$ cat src/rtl/glitch_pkg.sv
// Shared defaults and state encoding for the input glitch filter.
package glitch_pkg;

    localparam int SYNC_STAGES_DEF   = 2;
    localparam int STABLE_CYCLES_DEF = 4;
    localparam int CNT_W_DEF         = 8;

    typedef enum logic {
        ST_STABLE  = 1'b0,
        ST_PENDING = 1'b1
    } state_t;

endpackage

$ cat src/rtl/glitch_sync_chain.sv
// N-flop synchroniser for one asynchronous bit; reusable for any async input.
// Latency N edges; no backpressure.
module sync_chain #(
    parameter int N = 2
) (
    input  logic clk,
    input  logic rst,
    input  logic d,
    output logic q
);

    logic [N-1:0] stages;

    always_ff @(posedge clk or posedge rst) begin
        if (rst) begin
            stages <= '0;
        end else begin
            stages <= {stages[N-2:0], d};
        end
    end

    assign q = stages[N-1];

endmodule

$ cat src/rtl/glitch_filter.sv
// Synchronise and debounce din; dout changes only after STABLE_CYCLES stable cycles.
// Latency SYNC_STAGES+STABLE_CYCLES-1 edges from sampling; no backpressure.
// GLITCH_CNT_EN adds a saturating glitch_cnt of rejected pulses.
module glitch_filter
    import glitch_pkg::*;
#(
    parameter int SYNC_STAGES   = SYNC_STAGES_DEF,
    parameter int STABLE_CYCLES = STABLE_CYCLES_DEF,
    parameter int CNT_W         = CNT_W_DEF
) (
    input  logic             clk,
    input  logic             rst,
    input  logic             din,
    output logic             dout,
    output logic             rise,
    output logic             fall
`ifdef GLITCH_CNT_EN
    ,
    output logic [CNT_W-1:0] glitch_cnt
`endif
);

    localparam int CW = $clog2(STABLE_CYCLES + 1);
    localparam logic [CW-1:0] LAST = CW'(STABLE_CYCLES - 1);

    if (SYNC_STAGES < 2 || SYNC_STAGES > 4 ||
        STABLE_CYCLES < 1 || STABLE_CYCLES > 255 || CNT_W < 1) begin : g_bad_param
        $error("glitch_filter: parameter out of legal range");
    end

    logic    s;
    state_t  state;
    logic [CW-1:0] cnt;

    sync_chain #(.N(SYNC_STAGES)) u_sync (
        .clk (clk),
        .rst (rst),
        .d   (din),
        .q   (s)
    );

    // The counter holds how many consecutive cycles s has differed from dout.
    always_ff @(posedge clk or posedge rst) begin
        if (rst) begin
            state <= ST_STABLE;
            cnt   <= '0;
            dout  <= 1'b0;
            rise  <= 1'b0;
            fall  <= 1'b0;
        end else begin
            rise <= 1'b0;
            fall <= 1'b0;
            case (state)
                ST_STABLE: begin
                    if (s != dout) begin
                        if (STABLE_CYCLES == 1) begin
                            dout <= s;
                            rise <= s;
                            fall <= ~s;
                        end else begin
                            state <= ST_PENDING;
                            cnt   <= CW'(1);
                        end
                    end
                end
                ST_PENDING: begin
                    if (s == dout) begin
                        state <= ST_STABLE;
                        cnt   <= '0;
                    end else if (cnt == LAST) begin
                        dout  <= s;
                        rise  <= s;
                        fall  <= ~s;
                        state <= ST_STABLE;
                        cnt   <= '0;
                    end else begin
                        cnt <= cnt + 1'b1;
                    end
                end
                default: begin
                    state <= ST_STABLE;
                    cnt   <= '0;
                end
            endcase
        end
    end

`ifdef GLITCH_CNT_EN
    logic glitch_evt;

    assign glitch_evt = (state == ST_PENDING) && (s == dout);

    always_ff @(posedge clk or posedge rst) begin
        if (rst) begin
            glitch_cnt <= '0;
        end else if (glitch_evt && (glitch_cnt != {CNT_W{1'b1}})) begin
            glitch_cnt <= glitch_cnt + 1'b1;
        end
    end
`endif

endmodule

$ cat config.mk
export PLATFORM = sky130hd
export DESIGN_NAME = glitch_filter
export DESIGN_NICKNAME = d
export VERILOG_FILES = /design/src/rtl/glitch_pkg.sv /design/src/rtl/glitch_sync_chain.sv /design/src/rtl/glitch_filter.sv
export SDC_FILE = /design/constraint.sdc
export NUM_CORES = 1
export LEC_CHECK = 0
export ABC_AREA = 0
export ABC_CLOCK_PERIOD_IN_PS = 3460
export CAP_MARGIN = 10
export CORE_AREA = 2 2 39 41
export DETAILED_ROUTE_END_ITERATION = 7
export DIE_AREA = 0 0 41 43
export GPL_ROUTABILITY_DRIVEN = 0
export PLACE_DENSITY = 0.44
export SKIP_LAST_GASP = 1
export SLEW_MARGIN = 20
export SYNTH_ARGS = -nofsm -noshare
export SYNTH_HDL_FRONTEND = slang
export SYNTH_SLANG_ARGS = --single-unit
$ cat constraint.sdc
create_clock -name clk -period 3.46 [get_ports clk]
set_input_delay 1.038 -clock clk [delete_from_list [all_inputs] [get_ports clk]]
set_output_delay 1.038 -clock clk [all_outputs]
set_load 0.02 [all_outputs]
==> flow_summary.yaml <==
run_status:
  run_status: "finished clean"
critical_path:
  worstSetupPathType: "reg -> out"
  cp-end-kind: "output pin"
  critPathLaunchType: "register"
  arrival_ns: 1.34
  cpLargestDelayFamily: "buffers and inverters"
  cp.required_ns: 2.42
  cpPeakStageDelay_ns: 0.64
  crit_slowest_cell: "clkdlybuf4s50_1"
  worstPathCellList: "clkdlybuf4s50_1"
  critPathBufInv: 1
  critPathMaxFanout: 5
layout:
  multiInputGateArea_um2: 121
  ff_latch_area_um2: 225
  diodes: 0
  syn2layout_area_growth_pct: 27.5
  utilization_pct: 32.3
  n_fill_cell: 144
  final_nets: 40
  design_area_um2: 447
  final_layout_size_suffix_gt1_share_pct: 17.1
  final_cells: 51
power_and_ir_drop:
  switchingPower_mw: 0.103
  swShare_pct: 31.4
  p_leak_nw: 0.198
  finalPower_mw: 0.330
  p_int_mw: 0.226
  power_frac_comb_pct: 28.6
  ir_drop_uv: 273
  p_per_area_nw_per_um2: 738
  p_seq_share_pct: 46.9
  p_clk_share_pct: 24.5
drt:
  highest_layer: "met3"
  vias_per_cell: 4.02
  postRouteAntennaNets: 0
  wirelength_um: 544
  drt_iter0_drc: 1
  firstDrtPassIters: 2
  drc_errors: 0
  wl_met2_um: 308
  vias: 205
  wl_met1_um: 223
  post_drt_wl_per_cell_um: 10.7
  dr_wl_met3_um: 11
logic_synthesis:
  synth_top_area_cell: "dfrtp_1"
  synthTopCellsByArea: "dfrtp_1, xor2_2, nor3b_1"
  synth_seq_cells: 9
  syn_inst: 26
  yosysSeqAreaShare_pct: 64.3
  synth_top_area_share_pct: 64.3
  synth.distinct_cells: 15
  synth_area_per_cell_um2: 13.5
  synth_warnings: 0
  synthesis.nets: 30
  netlist_area_um2: 350
sta:
  slew_violations: 0
  setup_viol: 0
  finalCriticalPeriod_ns: 2.37
  grt_setup_unrepaired: "no"
  worst_pin_slew_ns: 0.325
  fmax_mhz: 421
  maxSlewHeadroom_pct: 78.3
  period_share_pct: 68.6
  finalHoldViolCount: 0
  clock_skew_ns: 0.00514
  tns_ns: 0
clock_network:
  cts_buffers: 3
  cts_sinks: 9
  clkTransAtPathRegs_ns: 0.06
  cts_tree: "built"
  postCtsResizedCells: 0
  post-cts-setup-buffers: 0
  cts_root_buf: "clkbuf_4"
  cts_max_level: 1
  clk_latency_ns: 0.26
  clk_path_buf_depth: 2
  postCtsHoldBufs: 0
die:
  die_area_um2: 1760
  core_um2: 1380
  dieWidth_um: 41
  num_rows: 14
  start_util_pct: 25.3
  die_h_um: 43
  ioPinCount: 6
global_routing:
  overflow: 0
  grt_pass1_vias: 256
  grt_pass1_wl_um: 952
  grt_start_max_net_pins: 10
  grt_use_total_pct: 8.48
  antenna_found_initial: 0
placement:
  dp_cells: 47
  port_buffers: 5
  placed_area_um2: 420
flow_run:
  maxCapViolations: 0
worst_hold_path:
  min_path_type: "reg -> reg"
==> path summary, 6_finish.rpt <==
path / depth (start not counted) / slack (ns) / to / start
worst max-delay path: 1 / 1.09 / dout / dout
worst min-delay path: 0 / 0.36 / u_sync.stages[1] / u_sync.stages[0]
worst max register to register: 4 / 2.11 / dout / cnt[0]
worst min register to register: 0 / 0.36 / u_sync.stages[1] / u_sync.stages[0]
max in group asynchronous: 2 / 2.19 / rise / rst
min in group asynchronous: 2 / 1.03 / cnt[0] / rst
==> worst register-to-register path, cell delays in order, from the launching register on <==
cell and delay, ns:
dfrtp_1 0.39, ha_1 0.21, nor2b_1 0.14, nand2_1 0.14, mux2_2 0.35
==> power by group through the flow <==
| stage | clock network (mW) | registers [mW] | logic [mW] |
|---|---|---|---|
| after CTS | 0.0845 | 0.155 | 0.0967 |
| after detailed placement | 0 | 0.157 | 0.0965 |
| after global placement | 0 | 0.155 | 0.0930 |
| final | 0.0808 | 0.154 | 0.0943 |
| after global routing | 0.0894 | 0.159 | 0.107 |
| after floorplan | 0 | 0.161 | 0.0597 |
==> cells by family after synthesis <==
group / synth area share, %
xor gates and xnor gates: 4.64
adders and majority gates: 3.57
buffers and inverters: 1.07
AOI/OAI and AO/OA: 7.14
DFF: 64.3
muxes: 3.21
and+or+nand+nor: 16.1
==> layout by cell type (no fill, tap or decap) <==
cell type	netlist	routed
o21ai_0	2	2
inv_1	1	1
ha_1	1	1
clkbuf_1	0	1
nor3b_1	2	2
and2_2	1	1
o21a_1	2	2
clkbuf_4	0	3
and3b_1	1	1
dfrtp_1	9	9
xor2_2	1	1
nand2_1	1	1
clkdlybuf4s50_1	0	5
nand2b_1	1	1
mux2_2	1	1
nand3_1	1	1
nor2b_1	1	1
nor2_1	1	1
==> synthesized netlist by cell type (all sizes together) <==
| library cell | n |
|---|---|
| ha | 1 |
| and2 | 1 |
| nor2b | 1 |
| nor2 | 1 |
| o21a | 2 |
| nand2b | 1 |
| nor3b | 2 |
| nand3 | 1 |
| inv | 1 |
| dfrtp | 9 |
| mux2 | 1 |
| o21ai | 2 |
| xor2 | 1 |
| nand2 | 1 |
| and3b | 1 |
==> stage by stage <==
stage / worst slack (ns) / hold slack, ns
after CTS: 1.07 / 0.367
after global routing: 1.04 / 0.371
after floorplan: 1.92 / 0.331
after detailed placement: 1.37 / 0.346
after global placement: 1.38 / 0.345
final: 1.09 / 0.363
==> area by class of cell <==
cell class	instances	area share (%)
well taps	16	4.48
clock buffers	4	5.88
inverters	1	0.840
repair buffers	5	11.2
flip-flops and latches	9	50.4
multi-input cells	16	27.2
==> state kept, by name, summed over array words and instances (netlist names) <==
signal and count:
cnt 3, state 1, fall 1, u_sync.stages 2
dout 1, rise 1
==> layer usage <==
metal	track usage [%]	vias to the layer above
met4	8.00	0
met5	0	-
met1	8.84	98
li1	-	103
met2	13.1	4
met3	1.57	0
Note: power is estimated with default switching activity, not from simulation.
